--- src/rtl/fb_draw_pkg.sv ---
// fb_draw_pkg
// Shared types and helpers for the framebuffer draw scheduler.
//   state_t  : scheduler mode (DRAW arbitration / CLEAR sweep)
//   CLIP_W   : width of the saturating dropped-request counter
//   in_range : true when (x, y) lies inside the visible area
package fb_draw_pkg;

    typedef enum logic {
        DRAW  = 1'b0,
        CLEAR = 1'b1
    } state_t;

    localparam int unsigned CLIP_W = 16;

    function automatic logic in_range(input int unsigned x,
                                      input int unsigned y,
                                      input int unsigned h_pixels,
                                      input int unsigned v_pixels);
        return (x < h_pixels) && (y < v_pixels);
    endfunction

endpackage

--- src/rtl/rr_arbiter.sv ---
// rr_arbiter
// Combinational round-robin grant logic. The pointer register lives in
// the parent; this block only picks the winner and the follow-on pointer.
//   valid    in  N   request vector
//   ptr      in  PW  highest-priority channel this cycle
//   grant    out N   one-hot grant (all zero when nothing is valid)
//   next_ptr out PW  channel after the winner, or ptr when no grant
module rr_arbiter #(
    parameter int unsigned N  = 2,
    parameter int unsigned PW = (N > 1) ? $clog2(N) : 1
) (
    input  logic [N-1:0]  valid,
    input  logic [PW-1:0] ptr,
    output logic [N-1:0]  grant,
    output logic [PW-1:0] next_ptr
);

    logic          found;
    logic [PW-1:0] idx;

    // Scan from ptr upward with wrap-around; first valid channel wins.
    always_comb begin
        grant    = '0;
        next_ptr = ptr;
        found    = 1'b0;
        idx      = '0;
        for (int unsigned off = 0; off < N; off++) begin
            idx = PW'((32'(ptr) + off) % N);
            if (!found && valid[idx]) begin
                grant[idx] = 1'b1;
                next_ptr   = PW'((32'(idx) + 1) % N);
                found      = 1'b1;
            end
        end
    end

endmodule

--- src/rtl/fb_draw_scheduler.sv ---
// fb_draw_scheduler
// Front end for the VGA framebuffer write port: round-robin arbitration of
// N_CH drawing channels onto one registered pixel-write port, a full-screen
// clear sweep, and the slow tick that paces the drawing state machines.
//   CLOCK_50     in   system clock (rising edge)
//   reset        in   synchronous, active-high
//   clear_req    in   start a clear sweep (ignored while sweeping)
//   clear_color  in   sweep colour, sampled on the clear-start cycle
//   req_valid    in   per-channel pixel request
//   req_x/y/color in  per-channel packed coordinates and colour
//   req_ready    out  one-hot combinational grant
//   fb_x/y/color out  registered write address and colour
//   fb_write     out  registered write strobe
//   busy_clear   out  high while sweep pixels are issued
//   tick         out  one-cycle pulse every TICK_DIV cycles
//   clip_cnt     out  saturating count of dropped out-of-range requests
module fb_draw_scheduler
    import fb_draw_pkg::*;
#(
    parameter int unsigned N_CH     = 2,
    parameter int unsigned XW       = 11,
    parameter int unsigned YW       = 11,
    parameter int unsigned H_PIXELS = 640,
    parameter int unsigned V_PIXELS = 480,
    parameter int unsigned COLOR_W  = 1,
    parameter int unsigned TICK_DIV = 262144
) (
    input  logic                      CLOCK_50,
    input  logic                      reset,
    input  logic                      clear_req,
    input  logic [COLOR_W-1:0]        clear_color,
    input  logic [N_CH-1:0]           req_valid,
    input  logic [N_CH*XW-1:0]        req_x,
    input  logic [N_CH*YW-1:0]        req_y,
    input  logic [N_CH*COLOR_W-1:0]   req_color,
    output logic [N_CH-1:0]           req_ready,
    output logic [XW-1:0]             fb_x,
    output logic [YW-1:0]             fb_y,
    output logic [COLOR_W-1:0]        fb_color,
    output logic                      fb_write,
    output logic                      busy_clear,
    output logic                      tick,
    output logic [CLIP_W-1:0]         clip_cnt
);

    localparam int unsigned PW = (N_CH > 1) ? $clog2(N_CH) : 1;
    localparam int unsigned TW = $clog2(TICK_DIV);

    localparam logic [XW-1:0] X_LAST    = XW'(H_PIXELS - 1);
    localparam logic [YW-1:0] Y_LAST    = YW'(V_PIXELS - 1);
    localparam logic [TW-1:0] TICK_LAST = TW'(TICK_DIV - 1);

    state_t              state;
    logic [PW-1:0]       ptr;
    logic [PW-1:0]       next_ptr;
    logic [N_CH-1:0]     grant;
    logic                accept;
    logic [XW-1:0]       sel_x;
    logic [YW-1:0]       sel_y;
    logic [COLOR_W-1:0]  sel_color;
    logic [TW-1:0]       tick_cnt;

    rr_arbiter #(
        .N  (N_CH),
        .PW (PW)
    ) u_arb (
        .valid    (req_valid),
        .ptr      (ptr),
        .grant    (grant),
        .next_ptr (next_ptr)
    );

    // A clear request pre-empts any grant in the same cycle.
    assign req_ready = (state == DRAW && !clear_req) ? grant : '0;
    assign accept    = |req_ready;

    always_comb begin
        sel_x     = '0;
        sel_y     = '0;
        sel_color = '0;
        for (int unsigned ch = 0; ch < N_CH; ch++) begin
            if (req_ready[ch]) begin
                sel_x     = req_x[ch*XW +: XW];
                sel_y     = req_y[ch*YW +: YW];
                sel_color = req_color[ch*COLOR_W +: COLOR_W];
            end
        end
    end

    // The sweep reuses fb_x/fb_y as its position counters and fb_color as
    // the latched clear colour, since nothing else drives them mid-sweep.
    always_ff @(posedge CLOCK_50) begin
        if (reset) begin
            state      <= DRAW;
            ptr        <= '0;
            fb_x       <= '0;
            fb_y       <= '0;
            fb_color   <= '0;
            fb_write   <= 1'b0;
            busy_clear <= 1'b0;
            tick       <= 1'b0;
            tick_cnt   <= '0;
            clip_cnt   <= '0;
        end else begin
            tick_cnt <= (tick_cnt == TICK_LAST) ? '0 : tick_cnt + 1'b1;
            tick     <= (tick_cnt == TICK_LAST);
            fb_write <= 1'b0;

            case (state)
                DRAW: begin
                    if (clear_req) begin
                        state      <= CLEAR;
                        busy_clear <= 1'b1;
                        fb_x       <= '0;
                        fb_y       <= '0;
                        fb_color   <= clear_color;
                        fb_write   <= 1'b1;
                    end else if (accept) begin
                        ptr <= next_ptr;
                        if (in_range(32'(sel_x), 32'(sel_y), H_PIXELS, V_PIXELS)) begin
                            fb_x     <= sel_x;
                            fb_y     <= sel_y;
                            fb_color <= sel_color;
                            fb_write <= 1'b1;
                        end else if (clip_cnt != '1) begin
                            clip_cnt <= clip_cnt + 1'b1;
                        end
                    end
                end
                CLEAR: begin
                    // Last pixel is on the port this cycle: leave the sweep.
                    if (fb_x == X_LAST && fb_y == Y_LAST) begin
                        state      <= DRAW;
                        busy_clear <= 1'b0;
                    end else begin
                        fb_write <= 1'b1;
                        if (fb_x == X_LAST) begin
                            fb_x <= '0;
                            fb_y <= fb_y + 1'b1;
                        end else begin
                            fb_x <= fb_x + 1'b1;
                        end
                    end
                end
                default: state <= DRAW;
            endcase
        end
    end

endmodule

--- config.mk ---
export PLATFORM = sky130hd
export DESIGN_NAME = fb_draw_scheduler
export DESIGN_NICKNAME = d
export VERILOG_FILES = /design/src/rtl/fb_draw_pkg.sv /design/src/rtl/rr_arbiter.sv /design/src/rtl/fb_draw_scheduler.sv
export SDC_FILE = /design/constraint.sdc
export NUM_CORES = 1
export LEC_CHECK = 0
export ABC_CLOCK_PERIOD_IN_PS = 4400
export BUFFER_PORTS_ARGS = -buffer_cell sky130_fd_sc_hd__buf_4
export CAP_MARGIN = 0
export CORE_MARGIN = 3
export CORE_UTILIZATION = 50
export DETAILED_ROUTE_END_ITERATION = 8
export PLACE_DENSITY = 0.78
export SLEW_MARGIN = 20
export SYNTH_ARGS = -nofsm -noshare
export SYNTH_HDL_FRONTEND = slang
export SYNTH_SLANG_ARGS = --single-unit
--- constraint.sdc ---
create_clock -name CLOCK_50 -period 4.4 [get_ports CLOCK_50]
set_clock_uncertainty 0.1 [all_clocks]
set_input_delay 0.22 -clock CLOCK_50 [delete_from_list [all_inputs] [get_ports CLOCK_50]]
set_output_delay 0.22 -clock CLOCK_50 [all_outputs]
set_load 0.05 [all_outputs]
## Word-level counts from Yosys, hierarchy flattened

Cells that the tools add are included.
W data, S select, Z words.

- Register bits after elaboration: 62
- Input port bits: 52
- Output and inout bits: 44
- Logic and storage cells: 100

- $add $sub $neg: 6
- $lt $le $gt $ge: 6
- Equal/unequal tests: 10
- Muxes and demuxes: 45
- Bitwise operators: 4
- Reductions and logical operators: 19

Operators by type and width:

| cell | count |
|---|---|
| $mux W11 | 14 |
| $pmux W11 S2 | 2 |
| $add A11 B1 Y11 const B | 2 |
| $mux W1 | 21 |
| $add A18 B1 Y18 const B | 1 |
| $eq A18 B18 Y1 const B | 1 |
| $add A16 B1 Y16 const B | 1 |
| $ne A16 B16 Y1 const B | 1 |
| $eq A11 B10 Y1 const B | 1 |
| $eq A11 B9 Y1 const B | 1 |
| $lt A11 B10 Y1 const B | 1 |
| $lt A11 B9 Y1 const B | 1 |
| $reduce_and A4 Y1 | 2 |
| $logic_and A1 B1 Y1 | 6 |
| $mux W2 | 3 |
| $pmux W1 S2 | 3 |
| $reduce_and A3 Y1 | 2 |
| $reduce_bool A2 Y1 | 3 |
| $reduce_and A5 Y1 | 1 |
| $lt A1 B2 Y1 const B | 2 |
| $ne A2 B1 Y1 const B | 2 |
| $ne A2 B2 Y1 const B | 2 |
| $reduce_or A2 Y1 | 2 |
| $ne A3 B2 Y1 const B | 1 |
| other kinds (8) | 14 |

## Logic depth before layout (Yosys ltp)

- Depth after elaboration: 16
- Mapped depth: 10
- Mapped depth without buffers: 7

## By module

A second synthesis with hierarchy kept.

- Cells, all modules: 447
- Area, all modules: 3525.9 µm²

By module, submodules not included:

| module | times used | cells an instance | area an instance (µm²) | sequential area each (µm²) |
|---|---|---|---|---|
| fb_draw_scheduler | 1 | 442 | 3498.4 | 1241.2 |
| rr_arbiter | 1 | 5 | 27.5 | 0.0 |

## Worst setup path before layout

OpenSTA, ideal clock, no wires.

- Path kind: register to register
- From: register clip_cnt[0]
- To: register clip_cnt[11]
- Setup time: 123 ps
- Data arrival time: 2426 ps
- Required time: 4177 ps
- Slack: 1751 ps
- Stages on the path, launching flop included: 9
- Buffers on the path: 1
- Period minus slack after synthesis: 2649 ps
- Path through: dfxtp_1 ha_1 nand2_1 or2_2 or2_2 nor3_2 buf_2 nor4b_1 mux2_1

- Word-level cells in the longest chain between the ends: 2
- Elaborated cells on any way between the ends: 3
- Classes of those cells: add/sub: 1; eq/ne: 1; reduce/logical: 1

RTL lines:

| what | line | RTL |
|---|---|---|
| start: declaration | fb_draw_scheduler.sv:43 | `output logic [CLIP_W-1:0] clip_cnt` |
| start signal: assignment | fb_draw_scheduler.sv:126 | `clip_cnt <= clip_cnt + 1'b1;` |
| parallel branches: the longest is 2 deep, another holds $add A16 B1 Y16 | - |  |

Parallel ways; which one is timed is not known.
A chain may end at the register's enable or synchronous reset.

## Worst setup path in the final report

- From: register state
- To: register fb_color

- Word-level cells in the longest chain between the ends: 9
- Elaborated cells on any way between the ends: 19
- Classes of those cells: order compare: 2; mux: 10; bitwise: 1; reduce/logical: 6

RTL lines:

| what | line | RTL |
|---|---|---|
| start: declaration | fb_draw_scheduler.sv:53 | `state_t state;` |
| start signal: assignment | fb_draw_scheduler.sv:94 | `state <= DRAW;` |
| start signal: assignment | fb_draw_scheduler.sv:112 | `state <= CLEAR;` |
| start signal: assignment | fb_draw_scheduler.sv:133 | `state <= DRAW;` |
| $not A1 Y1 (*) | - |  |
| $logic_and A1 B1 Y1 | fb_draw_scheduler.sv:74 | `assign req_ready = (state == DRAW && !clear_req) ? grant : '0;` |
| $mux W2 | fb_draw_scheduler.sv:74 |  |
| $mux W11 (2 in a row) | fb_draw_scheduler.sv:82 | `if (req_ready[ch]) begin` |
| $lt A11 B10 Y1 / $lt A11 B9 Y1 (equally long branches) | fb_draw_pkg.sv:19 | `return (x < h_pixels) && (y < v_pixels);` |
| $logic_and A1 B1 Y1 | fb_draw_pkg.sv:19 |  |
| $reduce_bool A2 Y1 (no line) | - |  |
| $reduce_and A3 Y1 (no line) | - |  |
| end signal: assignment | fb_draw_scheduler.sv:116 | `fb_color <= clear_color;` |
| end signal: assignment | fb_draw_scheduler.sv:123 | `fb_color <= sel_color;` |
| end: declaration | fb_draw_scheduler.sv:39 | `output logic [COLOR_W-1:0] fb_color,` |

Every way passes the cells marked *; elsewhere a longest branch is shown, timed or not. The select of a mux whose other input is x is not followed.

==> results.py <==
metrics = {
    "timing": {
        "tightest_slew_ns": 0.983,
        "min_period_over_period": 0.769,
        "max_freq_ghz": 0.296,
        "finalSetupViolCount": 0,
        "fin_ws_ns": 1.02,
        "fin_crit_ns": 3.38,
        "setup_tns_ns": 0,
        "relSlewSlack": 0.343,
        "rsz0062_at_grt": "false",
        "finalHoldViolCount": 0,
        "slew_violations": 0,
    },
    "placed_design": {
        "dp_hpwl_mm": 7.24,
        "pre_cts_slack_ns": 1.08,
        "io_buffers": 95,
        "gp_congestion": 0.883,
    },
    "floorplan": {
        "coreArea_um2": 6870,
        "ios": 96,
        "die_area_um2": 8190,
        "fp.dieH_um": 90.5,
        "fp-row-count": 30,
        "die_w_um": 90.5,
        "start_util": 0.520,
    },
    "clock_network": {
        "cts_sinks": 62,
        "cts_tree": "built",
        "cts.root.buffer_cell": "clkbuf_8",
        "clk_latency_ns": 0.34,
        "cts_hold_buf": 0,
        "cts.clk_slew.worst_paths_ns": 0.07,
        "clockBufferDepth": 2,
        "cts.repair.resized": 0,
        "cts_buffers": 9,
        "htreeDepth": 3,
        "cts_setup_buffers": 0,
    },
    "worst_setup_path": {
        "worstSetupEndpointType": "register",
        "cp_data_arrival_time_ns": 3.52,
        "cp_slowest_stage_delay_ns": 0.83,
        "path_cells": "nor2_1 -> and3_1 -> a22o_1 -> a211oi_2 -> o21ai_0 -> mux2_2",
        "crit_type": "reg2reg",
        "crit_family": "compound AO/OA/AOI/OAI gates",
        "slowest_stage": "a211oi_2",
        "worstPathRequired_ns": 4.54,
        "worstSetupStartpointType": "register",
        "cp_num_buf_inv": 0,
        "worst-path-max-fanout": 17,
    },
    "job": {
        "cap_violations": 0,
    },
    "finish": {
        "antenna_cells": 0,
        "nNetsFinal": 576,
        "final_layout_size_suffix_gt1_frac": 0.250,
        "layout_commonest_cell": "buf_4",
        "area_delta_synth_final_pct": 28.0,
        "final_cell_mix": "99 x buf_4, 62 x dfxtp_1, 44 x nor2_1",
    },
    "status": {
        "status": "finished, final reports clean",
    },
    "yosys": {
        "synth_nets": 496,
        "synthFlopType": "dfxtp_1",
        "ys_types": 63,
        "synth-edff-count": 0,
        "postSynthAreaPerCell_um2": 8.12,
        "async_reset_ff_frac": 0,
        "synthCells": 440,
        "ys_seq_area_frac": 0.348,
        "yosys_warnings": 0,
        "syn_area_um2": 3570,
        "synth-seq-cells": 62,
    },
    "global_route": {
        "overflow": 0,
        "grt_use_total": 0.250,
        "antenna_found_initial": 0,
        "grt_max_degree": 57,
        "grt_pass1_wl_mm": 17.2,
        "grt_pass1_vias": 3609,
    },
    "route": {
        "wl_per_cell_um": 16.6,
        "drc": 0,
        "ant_nets": 0,
        "vias": 3861,
        "drtIter0Drc": 307,
        "wirelength_mm": 10.3,
        "dr.pass1.iters": 7,
        "drt-vias-per-instance": 6.22,
    },
    "pwr": {
        "leakage_nw": 1.78,
        "powerDensity_nw_per_um2": 340,
        "finalPower_w": 0.00155,
        "ir_drop_mv": 0.189,
    },
    "min_path": {
        "hold_class": "in2reg",
    },
}
routing by layer:
| metal | wire length [um] | global-route usage | vias to the layer above | part of all wire |
|---|---|---|---|---|
| li1 | - | - | 1839 | - |
| met5 | 0 | 0 | - | 0 |
| met4 | 67 | 0.0459 | 0 | 0.0065 |
| met2 | 4930 | 0.419 | 169 | 0.48 |
| met3 | 760 | 0.0708 | 7 | 0.074 |
| met1 | 4560 | 0.324 | 1846 | 0.44 |
layout make-up:
| class | instances | area, um2 |
|---|---|---|
| Clock inverter | 7 | 145 |
| Multi-Input combinational cell | 336 | 2150 |
| Sequential cell | 62 | 1240 |
| Timing Repair Buffer | 99 | 743 |
| Clock buffer | 9 | 124 |
| Tap cell | 96 | 120 |
| Fill cell | 594 | 2300 |
| Inverter | 12 | 45.0 |
cells in the mapped netlist (2+ instances only):
cell,number,area share
o311ai_0,2,0.0049
nor2b_1,7,0.012
nand2_1,36,0.038
xnor2_1,3,0.0074
nor4b_1,2,0.0049
o32a_1,2,0.0056
o31ai_1,6,0.013
o21ai_0,8,0.011
dfxtp_1,62,0.35
o211ai_1,2,0.0042
and4_1,4,0.0098
a31oi_1,8,0.014
o21a_1,4,0.0084
o32ai_1,7,0.017
o41ai_1,3,0.0074
and3_1,11,0.019
or3_1,5,0.0088
and2_1,3,0.0053
inv_1,12,0.013
o22ai_1,7,0.012
nor2_1,44,0.046
a21oi_1,27,0.038
a32o_1,4,0.011
o22a_1,3,0.0074
a22oi_1,20,0.042
or2_2,6,0.011
nand3_1,19,0.027
xor2_1,13,0.032
a211oi_2,2,0.0070
nor4_1,6,0.011
mux2_1,6,0.019
ha_1,4,0.014
buf_2,8,0.011
a221oi_1,5,0.012
nand4_1,9,0.016
a22o_1,2,0.0049
buf_1,3,0.0032
or4_1,7,0.015
nor3_1,17,0.024
nand2b_1,2,0.0035
clkbuf_1,17,0.018
state kept, by name (all words and copies together), names as in the netlist:
signal	cells
tick_cnt	18
clip_cnt	16
fb_x	11
fb_y	11
busy_clear	1
fb_color	1
fb_write	1
ptr	1
state	1
tick	1
cells by family after synthesis:
family / synth area share
adders and majority gates: 0.0140
muxes: 0.0221
AOI/OAI and AO/OA: 0.262
and+or+nand+nor: 0.265
DFF: 0.348
buffers and inverters: 0.0501
xor gates and xnor gates: 0.0392
metrics by stage:
stage          std cells   util  hold WS, ns  area [um2]
5_1_grt              621  0.665       0.0383        4570
3_5_place_dp         605  0.626        0.343        4300
4_1_cts              621  0.665       0.0209        4570
6_report             621  0.665       0.0331        4570
2_1_floorplan        440      -        0.236        3570
3_3_place_gp         605  0.626        0.321        4300
report_power, final:
part           total [W]  switching [W]  leakage (nW)  internal (W)
Combinational   0.000271       0.000169          1.15      0.000102
Clock           0.000676       0.000239         0.130      0.000436
Sequential      0.000606      0.0000263         0.503      0.000580
Total            0.00155       0.000434          1.78       0.00112
worst paths after layout:
path / start / to / slack (ns) / cells past startpoint
worst max register to register: state / fb_color / 1.02 / 6
worst min-delay path: req_valid[1] / ptr / 0.03 / 2
worst max-delay path: state / fb_color / 1.02 / 6
worst min register to register: tick_cnt[0] / tick_cnt[0] / 0.36 / 1
No activity file was read; power rests on OpenSTA's default activity.
